==> src/rtl/seg7_scan_decoder_if.sv <==
// Purpose : display-side bus (segments + digit select) and decoded result of seg7_scan_decoder.
// Latency : none, wires only.
// Backpressure: none; the display bus is free-running and the results are pulses/levels.
// Ports   : master drives led_signal/select_led and observes the results; slave is the decoder.
interface seg7_scan_decoder_if;
   logic [6:0] led_signal;   // {g,f,e,d,c,b,a}, bit0 = a
   logic [1:0] select_led;   // digit-select lines
   logic [4:0] value;        // tens*10 + ones
   logic [3:0] bcd_tens;
   logic [3:0] bcd_ones;
   logic       valid;        // one-cycle pulse on output change
   logic       locked;       // first stable reading committed
   logic       seg_err;      // one-cycle pulse on a bad digit

   modport master (
      output led_signal, select_led,
      input  value, bcd_tens, bcd_ones, valid, locked, seg_err
   );

   modport slave (
      input  led_signal, select_led,
      output value, bcd_tens, bcd_ones, valid, locked, seg_err
   );
endinterface

==> src/rtl/seg7_scan_decoder.sv <==
// Purpose : decode a two-digit multiplexed 7-segment bus back to BCD/binary, debounced over scans.
// Latency : bus registered once; a scan commits to the outputs 2 edges after its ones sample.
// Backpressure: none; the decoder only observes the bus and never stalls it.
// Ports   : clk, rst (async, active high); bus.slave carries led_signal/select_led in and
//           value, bcd_tens, bcd_ones, valid, locked, seg_err out (all outputs registered).
module seg7_scan_decoder #(
   parameter int unsigned STABLE_SCANS    = 4,
   parameter logic [1:0]  SEL_TENS        = 2'b10,
   parameter logic [1:0]  SEL_ONES        = 2'b01,
   parameter bit          SEG_ACTIVE_HIGH = 1'b1
) (
   input  logic                 clk,
   input  logic                 rst,
   seg7_scan_decoder_if.slave   bus
);

   localparam logic [3:0] STABLE_MAX = 4'(STABLE_SCANS);

   typedef enum logic [1:0] {IDLE, GOT_TENS, COMPARE} state_t;

   // Returns {ok, digit} for an active-high segment pattern.
   function automatic logic [4:0] seg_decode(input logic [6:0] s);
      case (s)
         7'h3F:   return {1'b1, 4'd0};
         7'h06:   return {1'b1, 4'd1};
         7'h5B:   return {1'b1, 4'd2};
         7'h4F:   return {1'b1, 4'd3};
         7'h66:   return {1'b1, 4'd4};
         7'h6D:   return {1'b1, 4'd5};
         7'h7D:   return {1'b1, 4'd6};
         7'h07:   return {1'b1, 4'd7};
         7'h7F:   return {1'b1, 4'd8};
         7'h6F:   return {1'b1, 4'd9};
         default: return 5'd0;
      endcase
   endfunction

   state_t     state_q, state_d;
   logic [6:0] led_q, led_d;
   logic [1:0] sel_q, sel_d;
   logic [1:0] sel_prev_q, sel_prev_d;
   logic [1:0] settle_q, settle_d;
   logic [3:0] tens_cand_q, tens_cand_d;
   logic [3:0] ones_cand_q, ones_cand_d;
   logic [3:0] prev_tens_q, prev_tens_d;
   logic [3:0] prev_ones_q, prev_ones_d;
   logic [3:0] stable_q, stable_d;
   logic [4:0] value_q, value_d;
   logic [3:0] tens_q, tens_d;
   logic [3:0] ones_q, ones_d;
   logic       valid_q, valid_d;
   logic       locked_q, locked_d;
   logic       seg_err_q, seg_err_d;

   logic [6:0] seg_lit;
   logic [4:0] dec;
   logic       sel_is_tens, sel_is_ones, sample;
   logic       tens_ok, ones_ok;
   logic [3:0] tens_digit;
   logic [3:0] stable_nx;

   assign seg_lit     = SEG_ACTIVE_HIGH ? led_q : ~led_q;
   assign dec         = seg_decode(seg_lit);
   assign sel_is_tens = (sel_q == SEL_TENS);
   assign sel_is_ones = (sel_q == SEL_ONES);
   // One sample per dwell: taken on the second registered cycle of a steady code, which
   // skips the cycle where the segments may still show the previous digit.
   assign sample      = (sel_is_tens || sel_is_ones) && (sel_q == sel_prev_q) && (settle_q == 2'd1);
   // A blanked leading zero (all segments dark) is a legal tens digit.
   assign tens_ok     = (seg_lit == 7'h00) || (dec[4] && (dec[3:0] <= 4'd1));
   assign tens_digit  = (seg_lit == 7'h00) ? 4'd0 : dec[3:0];
   assign ones_ok     = dec[4];

   always_comb begin
      led_d       = bus.led_signal;
      sel_d       = bus.select_led;
      sel_prev_d  = sel_q;
      settle_d    = settle_q;
      state_d     = state_q;
      tens_cand_d = tens_cand_q;
      ones_cand_d = ones_cand_q;
      prev_tens_d = prev_tens_q;
      prev_ones_d = prev_ones_q;
      stable_d    = stable_q;
      value_d     = value_q;
      tens_d      = tens_q;
      ones_d      = ones_q;
      valid_d     = 1'b0;
      locked_d    = locked_q;
      seg_err_d   = 1'b0;
      stable_nx   = stable_q;

      if (!(sel_is_tens || sel_is_ones))  settle_d = 2'd0;
      else if (sel_q != sel_prev_q)       settle_d = 2'd1;
      else if (settle_q != 2'd2)          settle_d = settle_q + 2'd1;

      // Only samples the FSM consumes are checked; a ones sample arriving in IDLE is
      // dropped unseen because a scan must start with tens.
      case (state_q)
         IDLE: begin
            if (sample && sel_is_tens) begin
               if (tens_ok) begin
                  tens_cand_d = tens_digit;
                  state_d     = GOT_TENS;
               end else begin
                  seg_err_d = 1'b1;
                  stable_d  = 4'd0;
               end
            end
         end
         GOT_TENS: begin
            if (sample && sel_is_tens) begin
               if (tens_ok) begin
                  tens_cand_d = tens_digit;
               end else begin
                  seg_err_d = 1'b1;
                  stable_d  = 4'd0;
                  state_d   = IDLE;
               end
            end else if (sample && sel_is_ones) begin
               if (ones_ok) begin
                  ones_cand_d = dec[3:0];
                  state_d     = COMPARE;
               end else begin
                  seg_err_d = 1'b1;
                  stable_d  = 4'd0;
                  state_d   = IDLE;
               end
            end
         end
         COMPARE: begin
            state_d = IDLE;
            if ((tens_cand_q == prev_tens_q) && (ones_cand_q == prev_ones_q)) begin
               stable_nx = (stable_q >= STABLE_MAX) ? STABLE_MAX : stable_q + 4'd1;
            end else begin
               stable_nx   = 4'd1;
               prev_tens_d = tens_cand_q;
               prev_ones_d = ones_cand_q;
            end
            stable_d = stable_nx;
            // Errors are only raised in the sampling states, so a commit here can never
            // coincide with one; the guard keeps that priority explicit.
            if (!seg_err_d && (stable_nx == STABLE_MAX) &&
                (!locked_q || (tens_cand_q != tens_q) || (ones_cand_q != ones_q))) begin
               tens_d   = tens_cand_q;
               ones_d   = ones_cand_q;
               value_d  = ({1'b0, tens_cand_q} * 5'd10) + {1'b0, ones_cand_q};
               valid_d  = 1'b1;
               locked_d = 1'b1;
            end
         end
         default: state_d = IDLE;
      endcase
   end

   always_ff @(posedge clk or posedge rst) begin
      if (rst) begin
         state_q     <= IDLE;
         led_q       <= 7'd0;
         sel_q       <= 2'd0;
         sel_prev_q  <= 2'd0;
         settle_q    <= 2'd0;
         tens_cand_q <= 4'd0;
         ones_cand_q <= 4'd0;
         prev_tens_q <= 4'd0;
         prev_ones_q <= 4'd0;
         stable_q    <= 4'd0;
         value_q     <= 5'd0;
         tens_q      <= 4'd0;
         ones_q      <= 4'd0;
         valid_q     <= 1'b0;
         locked_q    <= 1'b0;
         seg_err_q   <= 1'b0;
      end else begin
         state_q     <= state_d;
         led_q       <= led_d;
         sel_q       <= sel_d;
         sel_prev_q  <= sel_prev_d;
         settle_q    <= settle_d;
         tens_cand_q <= tens_cand_d;
         ones_cand_q <= ones_cand_d;
         prev_tens_q <= prev_tens_d;
         prev_ones_q <= prev_ones_d;
         stable_q    <= stable_d;
         value_q     <= value_d;
         tens_q      <= tens_d;
         ones_q      <= ones_d;
         valid_q     <= valid_d;
         locked_q    <= locked_d;
         seg_err_q   <= seg_err_d;
      end
   end

   assign bus.value    = value_q;
   assign bus.bcd_tens = tens_q;
   assign bus.bcd_ones = ones_q;
   assign bus.valid    = valid_q;
   assign bus.locked   = locked_q;
   assign bus.seg_err  = seg_err_q;

endmodule

==> src/flat_wrapper.sv <==
// flat-port wrapper written by rule: the top's interface ports become plain ports
module seg7_scan_decoder_flat 
#(
   parameter int unsigned STABLE_SCANS    = 4,
   parameter logic [1:0]  SEL_TENS        = 2'b10,
   parameter logic [1:0]  SEL_ONES        = 2'b01,
   parameter bit          SEG_ACTIVE_HIGH = 1'b1
)
  (clk, rst, bus_led_signal, bus_select_led, bus_value, bus_bcd_tens, bus_bcd_ones, bus_valid, bus_locked, bus_seg_err);
  seg7_scan_decoder_if bus_i ();
  input  logic clk;
  input  logic rst;
  input wire logic [$bits(bus_i.led_signal)-1:0] bus_led_signal;
  input wire logic [$bits(bus_i.select_led)-1:0] bus_select_led;
  output wire logic [$bits(bus_i.value)-1:0] bus_value;
  output wire logic [$bits(bus_i.bcd_tens)-1:0] bus_bcd_tens;
  output wire logic [$bits(bus_i.bcd_ones)-1:0] bus_bcd_ones;
  output wire logic [$bits(bus_i.valid)-1:0] bus_valid;
  output wire logic [$bits(bus_i.locked)-1:0] bus_locked;
  output wire logic [$bits(bus_i.seg_err)-1:0] bus_seg_err;
  assign bus_i.led_signal = bus_led_signal;
  assign bus_i.select_led = bus_select_led;
  assign bus_value = bus_i.value;
  assign bus_bcd_tens = bus_i.bcd_tens;
  assign bus_bcd_ones = bus_i.bcd_ones;
  assign bus_valid = bus_i.valid;
  assign bus_locked = bus_i.locked;
  assign bus_seg_err = bus_i.seg_err;
  seg7_scan_decoder #(.STABLE_SCANS(STABLE_SCANS), .SEL_TENS(SEL_TENS), .SEL_ONES(SEL_ONES), .SEG_ACTIVE_HIGH(SEG_ACTIVE_HIGH)) u_core (.clk(clk), .rst(rst), .bus(bus_i));
endmodule
==> config.mk <==
export PLATFORM = sky130hd
export DESIGN_NAME = seg7_scan_decoder_flat
export DESIGN_NICKNAME = d
export VERILOG_FILES = /design/src/rtl/seg7_scan_decoder_if.sv /design/src/rtl/seg7_scan_decoder.sv /design/src/flat_wrapper.sv
export SDC_FILE = /design/constraint.sdc
export NUM_CORES = 1
export LEC_CHECK = 0
export CAP_MARGIN = 0
export CORE_MARGIN = 3
export CORE_UTILIZATION = 55
export DETAILED_ROUTE_END_ITERATION = 6
export DONT_BUFFER_PORTS = 1
export GPL_ROUTABILITY_DRIVEN = 0
export PLACE_DENSITY = 0.73
export SYNTH_ARGS = -nofsm -noshare
export SYNTH_HDL_FRONTEND = slang
export SYNTH_SLANG_ARGS = --single-unit
==> constraint.sdc <==
create_clock -name clk -period 4.45 [get_ports clk]
set_input_delay 0.445 -clock clk [delete_from_list [all_inputs] [get_ports clk]]
set_output_delay 0.445 -clock clk [all_outputs]
set_load 0.01 [all_outputs]
==> results of run 1 <==
## synth_stat cells, types with 2 or more instances
| library cell | number | area [um^2] |
|---|---|---|
| and3b_1 | 2 | 17.5 |
| nand3_1 | 6 | 30.0 |
| dfrtp_1 | 50 | 1250 |
| o21ai_1 | 2 | 10.0 |
| xnor2_1 | 14 | 123 |
| xnor2_2 | 2 | 32.5 |
| mux2_1 | 15 | 169 |
| nor2_1 | 7 | 26.3 |
| a31oi_1 | 3 | 18.8 |
| nor4_2 | 2 | 25.0 |
| nand4_1 | 2 | 12.5 |
| ha_1 | 13 | 163 |
| inv_1 | 14 | 52.6 |
| xor2_1 | 9 | 78.8 |
| buf_6 | 2 | 22.5 |
| o22ai_1 | 2 | 12.5 |
| a22o_1 | 3 | 26.3 |
| o21bai_1 | 2 | 15.0 |
| buf_2 | 2 | 10.0 |
| nor2b_1 | 3 | 18.8 |
| and3_1 | 2 | 12.5 |
| mux2_2 | 8 | 90.1 |
| nand2_1 | 9 | 33.8 |
| a21oi_1 | 4 | 20.0 |
| nor3_1 | 3 | 15.0 |
| o21ai_0 | 4 | 20.0 |
| a21o_1 | 2 | 15.0 |
## worst max-delay path, delay by kind of cell, from the launching register on
kind	cells	cell delay [ps]
muxes	1	340
buffers and inverters	1	70
DFF	1	440
and+or+nand+nor	4	1220
adders and majority gates	1	320
## logic make-up (layout without fill, tap and decap cells)
group	count (synthesis)	count (layout)	share of synthesized area, %
AND/OR/NAND/NOR	52	52	12.4
flip-flops	50	50	47.0
AO/OA/AOI/OAI	37	37	11.1
XOR/XNOR	25	25	8.80
multiplexers	24	24	10.1
buffers and inverters	20	22	3.62
adder cells (fa/ha/maj)	14	14	6.87
## final timing paths
kind                                                 from                                end  slack [ps]
min in group asynchronous                             rst  u_core.prev_ones_q[0]$_DFFE_PP0P_         260
hold reg to reg            u_core.sel_prev_d[1]$_DFF_PP0_     u_core.sel_prev_q[1]$_DFF_PP0_         480
max in group asynchronous                             rst     u_core.sel_prev_d[1]$_DFF_PP0_        3560
setup reg to reg           u_core.sel_prev_d[0]$_DFF_PP0_  u_core.tens_cand_q[0]$_DFFE_PP0P_        1960
hold / removal                          bus_select_led[0]     u_core.sel_prev_d[0]$_DFF_PP0_         170
setup / recovery           u_core.sel_prev_d[0]$_DFF_PP0_  u_core.tens_cand_q[0]$_DFFE_PP0P_        1960
## sequential cells by signal, summed over array words and instances (netlist names), 4 cells and up
signal,count
u_core.bus.bcd_tens,4
u_core.bus.value,5
u_core.prev_ones_q,4
u_core.stable_q,4
u_core.led_q,7
u_core.tens_cand_q,4
u_core.ones_cand_q,4
u_core.prev_tens_q,4
## metal layers
metal / routed length (um) / GRT usage, %
met2: 1950 / 25.6
met5: 0 / 0
met1: 2150 / 25.2
met4: 46 / 4.85
met3: 237 / 4.62
## stage by stage
| stage | util (%) | power (uW) | hold WS [ps] | std cells | setup WS (ps) |
|---|---|---|---|---|---|
| detailed placement | 59.5 | 526 | 476 | 268 | 1970 |
| finish | 61.6 | 791 | 172 | 276 | 1960 |
| global placement | 59.5 | 524 | 469 | 268 | 1980 |
| CTS | 61.6 | 801 | 157 | 276 | 1940 |
| global route | 61.6 | 821 | 150 | 276 | 1780 |
| floorplan | - | 515 | 444 | 222 | 2230 |
## cell usage in the layout, fill, tap and decap left out, types with 2 or more instances in the layout
master     n
nor2b_1    3
dfrtp_1   50
mux2_2     8
nor3_1     3
and3b_1    2
mux2_1    15
o21bai_1   2
xnor2_1   14
xnor2_2    2
a21oi_1    4
o21ai_0    4
a21o_1     2
nand3_1    6
nand4_1    2
o22ai_1    2
a22o_1     3
and3_1     2
o21ai_1    2
nor4_2     2
clkbuf_8   6
a31oi_1    3
nor2_1     7
xor2_1     9
ha_1      13
nand2_1    9
inv_1     13
## final cells by class
class	instances	area, um^2
multi-input combinational	152	1310
sequential	50	1250
tap	52	65.1
fill	367	1730
clock inverter	2	12.5
inverter	14	52.6
clock buffer	6	82.6
## power by group through the flow
| stage | clock network [uW] | logic (uW) | registers, uW |
|---|---|---|---|
| floorplan | 0 | 39.0 | 477 |
| global placement | 0 | 44.3 | 480 |
| detailed placement | 0 | 45.5 | 480 |
| CTS | 284 | 45.9 | 471 |
| global route | 297 | 51.0 | 473 |
| finish | 275 | 44.8 | 471 |
==> flow_metrics.tcl, run 1 <==
set metrics [dict create \
    async_reset_ff_share_pct 100 \
    die_w_um 75.5 \
    drt_pass1_iterations 4 \
    nets 248 \
    yosysWarnings 0 \
    worstSkewPairLatency_ps 300 \
    ant_nets 0 \
    wl_um 4380 \
    path_class "flop to flop" \
    start_util_pct 59.1 \
    drv_slew 0 \
    core_mm2 0.00450 \
    design_area_mm2 0.00278 \
    tns_ps 0 \
    combPwrFrac_pct 5.7 \
    rsz0062_at_grt "no" \
    first_global_vias 1586 \
    worstRegToRegCells 7 \
    tightest_slew_ps 1010 \
    synthDistinctLibCells 62 \
    crit_path_start_kind "flop" \
    final-setup-viol-count 0 \
    cp.required_ps 4640 \
    seqPwrFrac_pct 59.5 \
    critPathMaxFanout 8 \
    cts.htree.levels 2 \
    postCtsSetupBuffers 0 \
    pin_count 27 \
    wl_per_cell_um 15.9 \
    die-area_mm2 0.00571 \
    grt_max_degree 51 \
    p_leak_uw 0.00135 \
    period_needed_ps 2490 \
    hold_depth 0 \
    arrival_ps 2680 \
    finalHoldViolCount 0 \
    hp-class "primary input to flop" \
    port-buffer-count 0 \
    cts_tree "yes" \
    synth-seq-cells 50 \
    intPower_uw 603 \
    clk_pin_slew_ps 90 \
    drc 0 \
    outcome "complete, no violations" \
    maxCapViolations 0 \
    end_kind "flop" \
    synth_fp_nets 247 \
    crit_chain "inv_1, ha_1, nor2b_1, nand4_1, or3_1, nor2_2, mux2_1" \
    slew_headroom_pct 32.6 \
    syn_area_mm2 0.00266 \
    max_stage_delay_ps 470 \
    numCtsBuffers 5 \
    clkPwrFrac_pct 34.8 \
    area_delta_synth_final_pct 4.37 \
    track_usage_pct 17.3 \
    switching_power_uw 188 \
    power.density_mw_per_mm2 285 \
    dp_hpwl_um 3180 \
    synth_edf_count 0 \
    rows 24 \
    cts_root_buffer "clkbuf_8" \
    synth_cells 222 \
    fmax_ghz 0.402 \
    vias 1622 \
    dieHeight_um 75.5 \
    synthFlopType "dfrtp_1" \
    post_cts_resized 0 \
    viasPerCell 5.88 \
    ctsHoldBuffers 0 \
    grt_pass1_wl_um 7490 \
    ir_drop_mv 0.201 \
    fin_crit_sh_pct 56.0 \
    fin_worst_skew_ps 8.77 \
    layout-drive-gt1-share_pct 12.9 \
    cts.path.max_buffers 2 \
    antenna_found_initial 0 \
    seq_area_frac_synth_pct 47.0 \
    clock_sinks 50 \
    gr-total-overflow 0 \
    syn_avg_cell_area_um2 12.0 \
    power.share.switching_pct 23.8 \
    cp_slowest_cell "or3_1" \
    drtIter0Drc 106 \
    antenna_cells 0 \
    postPlaceCellArea_mm2 0.00268 \
]
Note: power is estimated with default switching activity, not from simulation.
==> run 2, diff against run 1 <==
--- a/config.mk
+++ b/config.mk
@@ -11,7 +11,7 @@
 export DETAILED_ROUTE_END_ITERATION = 6
 export DONT_BUFFER_PORTS = 1
 export GPL_ROUTABILITY_DRIVEN = 0
-export PLACE_DENSITY = 0.73
+export PLACE_DENSITY = 0.76
 export SYNTH_ARGS = -nofsm -noshare
 export SYNTH_HDL_FRONTEND = slang
 export SYNTH_SLANG_ARGS = --single-unit
==> constraint.sdc (replaced) <==
create_clock -name clk -period 2.2 [get_ports clk]
set_input_delay 0.22 -clock clk [delete_from_list [all_inputs] [get_ports clk]]
set_output_delay 0.22 -clock clk [all_outputs]
set_load 0.01 [all_outputs]
==> run 2 against run 1 <==
Non-clock buffer count increased by 28. Core utilization rose by 6.7 points. Clock power rose by 130%. Final cell count is 10% higher. Flip-flop and latch count unchanged. Sequential power rose by 100%. Combinational power increased to 2.7 times the previous value. Largest power group unchanged.
==> flow_metrics.tcl, run 2 (same netlist as run 1, synthesis figures left out) <==
set metrics [dict create \
    outcome "complete, no violations" \
    track_usage_pct 19.8 \
    antenna_cells 0 \
    cts.path.max_buffers 2 \
    finalHoldViolCount 0 \
    drv_slew 0 \
    holdWs_ps 417 \
    worstSkewPairLatency_ps 300 \
    drtIter0Drc 83 \
    start_util_pct 59.1 \
    crit_chain "inv_1, ha_4, nor2b_2, nand4_1, or3_4, nor2_4, mux2_1" \
    ant_nets 0 \
    vias 1773 \
    end_kind "flop" \
    cp_slowest_cell "or3_4" \
    rows 24 \
    die_w_um 75.5 \
    cpLargestDelayFamily "simple AND/OR/NAND/NOR gates" \
    wl_um 4900 \
    final_common_cell "dfrtp_1" \
    slew_headroom_pct 62.9 \
    die-area_mm2 0.00571 \
    grt_pass1_wl_um 8540 \
    layout_common_cells "50 x dfrtp_1, 17 x buf_4, 15 x mux2_1" \
    pin_count 27 \
    grt_max_degree 28 \
    port-buffer-count 0 \
    gr-total-overflow 0 \
    fin_worst_skew_ps 6.94 \
    arrival_ps 2300 \
    drt_pass1_iterations 4 \
    power.total_uw 1720 \
    fin_crit_sh_pct 96.0 \
    period_needed_ps 2110 \
    fmax_ghz 0.473 \
    cts.htree.levels 2 \
    cts_root_buffer "clkbuf_8" \
    utilization_pct 68.3 \
    dieHeight_um 75.5 \
    drc 0 \
    area_delta_synth_final_pct 15.7 \
    final-setup-viol-count 0 \
    dp_hpwl_um 3480 \
    path_buf_inv 1 \
    path_class "flop to flop" \
    first_global_vias 1811 \
    power.density_mw_per_mm2 558 \
    nets 276 \
    clk_pin_slew_ps 90 \
    top_register "u_core.led_q" \
    clock_sinks 50 \
    cts_tree "yes" \
    crit_path_start_kind "flop" \
    p_leak_uw 0.00149 \
    tightest_slew_ps 556 \
    layout-drive-gt1-share_pct 19.4 \
    critPathMaxFanout 4 \
    numCtsBuffers 5 \
    max_stage_delay_ps 470 \
    viasPerCell 5.83 \
    hp-class "primary input to async pin" \
    cp.required_ps 2390 \
    antenna_found_initial 0 \
    largest_reg_flops 7 \
    ir_drop_mv 0.446 \
    core_mm2 0.00450 \
    maxCapViolations 0 \
    wl_per_cell_um 16.1 \
]
run 2: final cells by class:
| cell class | instances | area (um^2) |
|---|---|---|
| multi-input cells | 152 | 1350 |
| well taps | 52 | 65.1 |
| repair buffers | 28 | 248 |
| clock inverters | 2 | 37.5 |
| inverters | 14 | 52.6 |
| flip-flops and latches | 50 | 1250 |
| clock buffers | 6 | 72.6 |
| fillers | 335 | 1430 |
run 2: power breakdown:
| part | internal (uW) | switching [uW] | total [uW] |
|---|---|---|---|
| Clock | 339 | 304 | 643 |
| Sequential | 933 | 18.8 | 952 |
| Combinational | 55.5 | 67.0 | 122 |
run 2: repair_timing:
action                                  4_1_cts  5_1_grt
endpoints found under the setup margin        0        4
hold endpoints to repair                     34        0
buffers inserted                              0        2
gates resized for setup                       0        5
hold buffers                                 10        0
run 2: final timing paths:
kind,from,to,slack (ps),cells past startpoint
worst min-delay path,rst,u_core.ones_cand_q[2]$_DFFE_PP0P_,420,2
min in group clk,bus_led_signal[2],u_core.led_q[2]$_DFF_PP0_,470,1
max in group asynchronous,rst,u_core.bus.bcd_tens[2]$_DFFE_PP0P_,1210,3
worst max register to register,u_core.sel_prev_d[0]$_DFF_PP0_,u_core.tens_cand_q[0]$_DFFE_PP0P_,90,7
worst max-delay path,u_core.sel_prev_d[0]$_DFF_PP0_,u_core.tens_cand_q[0]$_DFFE_PP0P_,90,7
worst min register to register,u_core.sel_prev_d[0]$_DFF_PP0_,u_core.sel_prev_q[0]$_DFF_PP0_,520,1
run 2: through the flow:
step	std cells	worst slack (ps)	TNS, ps	area, um^2
2_1_floorplan	222	6.06	0	2670
3_3_place_gp	284	187	0	2820
3_5_place_dp	284	139	0	2820
4_1_cts	302	56.9	0	3030
5_1_grt	304	-2.42	-2.42	3080
6_report	304	87.2	0	3080
run 2: worst reg2reg max path, delay by kind of cell, from the launching register on:
family        cells  cell delay (ps)
fa+ha+maj         1              210
buf+inv           1              100
flops             1              390
mux               1              340
simple gates      4              960
run 2: metal layers:
metal	global-route usage [%]	wire, um	share of wire [%]	vias to the layer above
met5	0	0	0	-
met4	5.83	57	1.2	0
met3	3.83	212	4.3	7
met2	31.3	2320	47	33
met1	28.0	2310	47	877
li1	-	-	-	856
==> run 3, diff against run 2 <==
--- a/config.mk
+++ b/config.mk
@@ -7,11 +7,11 @@
 export LEC_CHECK = 0
 export CAP_MARGIN = 0
 export CORE_MARGIN = 3
-export CORE_UTILIZATION = 55
+export CORE_UTILIZATION = 35
 export DETAILED_ROUTE_END_ITERATION = 6
 export DONT_BUFFER_PORTS = 1
 export GPL_ROUTABILITY_DRIVEN = 0
-export PLACE_DENSITY = 0.76
+export PLACE_DENSITY = 0.54
 export SYNTH_ARGS = -nofsm -noshare
 export SYNTH_HDL_FRONTEND = slang
 export SYNTH_SLANG_ARGS = --single-unit
==> run 3 against run 2 <==
Sequential power is essentially flat. Count of clock-buffer cells in the layout increased by 1. Design area up 0.45%. Core utilization down 26 points. Worst setup slack gained 39 ps. Flip-flop and latch count did not move. Critical path type unchanged. Largest power group unchanged.
==> flow_metrics.tcl, run 3 (same netlist as run 1, synthesis figures left out) <==
set metrics [dict create \
    outcome "complete, no violations" \
    drc 0 \
    cts_root_buffer "clkbuf_8" \
    cp.required_ps 2390 \
    intPower_uw 1280 \
    rsz0062_at_grt "no" \
    clk_pin_slew_ps 100 \
    ant_nets 0 \
    ir_drop_mv 0.318 \
    power.density_mw_per_mm2 542 \
    final_common_cell "dfrtp_1" \
    p_leak_uw 0.00148 \
    period_needed_ps 2070 \
    cp_slowest_cell "or3_4" \
    crit_chain "inv_1, ha_1, nor2b_2, nand4_1, or3_4, nor2_2, mux2_1" \
    instances_no_fill 348 \
    numCtsBuffers 5 \
    grt_pass1_wl_um 8220 \
    cts.path.max_buffers 2 \
    layout_common_cells "50 x dfrtp_1, 15 x mux2_1, 14 x xnor2_1" \
    wl_um 4840 \
    clkPwrFrac_pct 36.1 \
    start_util_pct 36.3 \
    layout-drive-gt1-share_pct 18.5 \
    drtIter0Drc 62 \
    combPwrFrac_pct 7.1 \
    vias 1694 \
    place_inst 330 \
    finalHoldViolCount 0 \
    port-buffer-count 0 \
    fmax_ghz 0.482 \
    largest_reg_flops 7 \
    postCtsSetupBuffers 0 \
    worstSkewPairLatency_ps 310 \
    clock_sinks 50 \
    viasPerCell 4.87 \
    hp-class "primary input to async pin" \
    grt_max_degree 30 \
    switching_power_uw 398 \
    rows 31 \
    critPathMaxFanout 5 \
    pin_count 27 \
    seqPwrFrac_pct 56.8 \
    gr-total-overflow 0 \
    area_delta_synth_final_pct 16.2 \
    arrival_ps 2260 \
    top_register "u_core.led_q" \
    wl_per_cell_um 13.9 \
    antenna_found_initial 0 \
    max_stage_delay_ps 400 \
    path_buf_inv 1 \
    slew_headroom_pct 66.8 \
    antenna_cells 0 \
    nets 273 \
    end_kind "flop" \
    dp_hpwl_um 3620 \
    cpLargestDelayFamily "simple AND/OR/NAND/NOR gates" \
    fill_cells 686 \
    tns_ps 0 \
    dieHeight_um 93.2 \
    drt_pass1_iterations 3 \
    cts.htree.levels 2 \
    crit_path_start_kind "flop" \
    first_global_vias 1730 \
    core_mm2 0.00733 \
    final-setup-viol-count 0 \
    maxCapViolations 0 \
    cts_tree "yes" \
    die-area_mm2 0.00868 \
    drv_slew 0 \
    die_w_um 93.2 \
    path_class "flop to flop" \
    power.share.switching_pct 23.8 \
    tightest_slew_ps 498 \
    fin_crit_sh_pct 94.3 \
    fin_worst_skew_ps 6.40 \
    track_usage_pct 12.1 \
]
[run 3: changes by cell type in the layout (fill, tap and decap cells not counted), sizes merged]
cell and change:
buf -3, bufinv -1, clkbuf +1, clkinv +1, clkinvlp -1
[run 3: area by class of cell]
class                           instances  area [um^2]  share of cell area (%)
Clock buffer                            7         96.3                    3.12
Clock inverter                          1         8.76                   0.283
Inverter                               14         52.6                    1.70
Multi-Input combinational cell        152         1320                    42.7
Sequential cell                        50         1250                    40.5
Tap cell                               99          124                    4.01
Timing Repair Buffer                   25          238                    7.69
[run 3: what timing repair did]
action,in CTS,in global routing
hold endpoints to repair,30,0
hold buffers,10,0
gates resized for setup,0,2
endpoints found under the setup margin,0,3
[run 3: metrics by stage]
step	power [uW]	setup WS (ps)	area, um^2	util, %	hold slack (ps)
global placement	1070	169	2880	39.3	160
CTS	1700	72.7	3090	42.1	400
detailed placement	1070	104	2880	39.3	160
floorplan	1040	6.06	2670	-	251
finish	1670	126	3090	42.2	391
global route	1750	9.22	3090	42.2	436
[run 3: worst paths after layout]
check                                               start                                  to  slack (ps)  cells past startpoint
min reg2reg                u_core.stable_q[1]$_DFFE_PP0P_      u_core.stable_q[1]$_DFFE_PP0P_         510                      1
min in group clk                        bus_led_signal[4]           u_core.led_q[4]$_DFF_PP0_         460                      1
max in group asynchronous                             rst   u_core.ones_cand_q[1]$_DFFE_PP0P_        1280                      3
max reg2reg                u_core.sel_prev_d[0]$_DFF_PP0_   u_core.tens_cand_q[0]$_DFFE_PP0P_         130                      7
max                        u_core.sel_prev_d[0]$_DFF_PP0_   u_core.tens_cand_q[0]$_DFFE_PP0P_         130                      7
min                                                   rst  u_core.bus.bcd_tens[0]$_DFFE_PP0P_         390                      2
[run 3: power by group through the flow]
stage	logic, uW	registers [uW]	clock network [uW]
after floorplan	78.9	964	0
after global placement	107	968	0
after detailed placement	105	969	0
after CTS	120	951	629
after global routing	132	954	665
final	119	951	605
[run 3: layer usage]
layer | wire (um) | vias up | track usage, %
met5 | 0 | - | 0
met4 | 95 | 0 | 5.13
met3 | 134 | 6 | 2.90
met2 | 2170 | 18 | 19.1
met1 | 2440 | 819 | 15.9
li1 | - | 851 | -
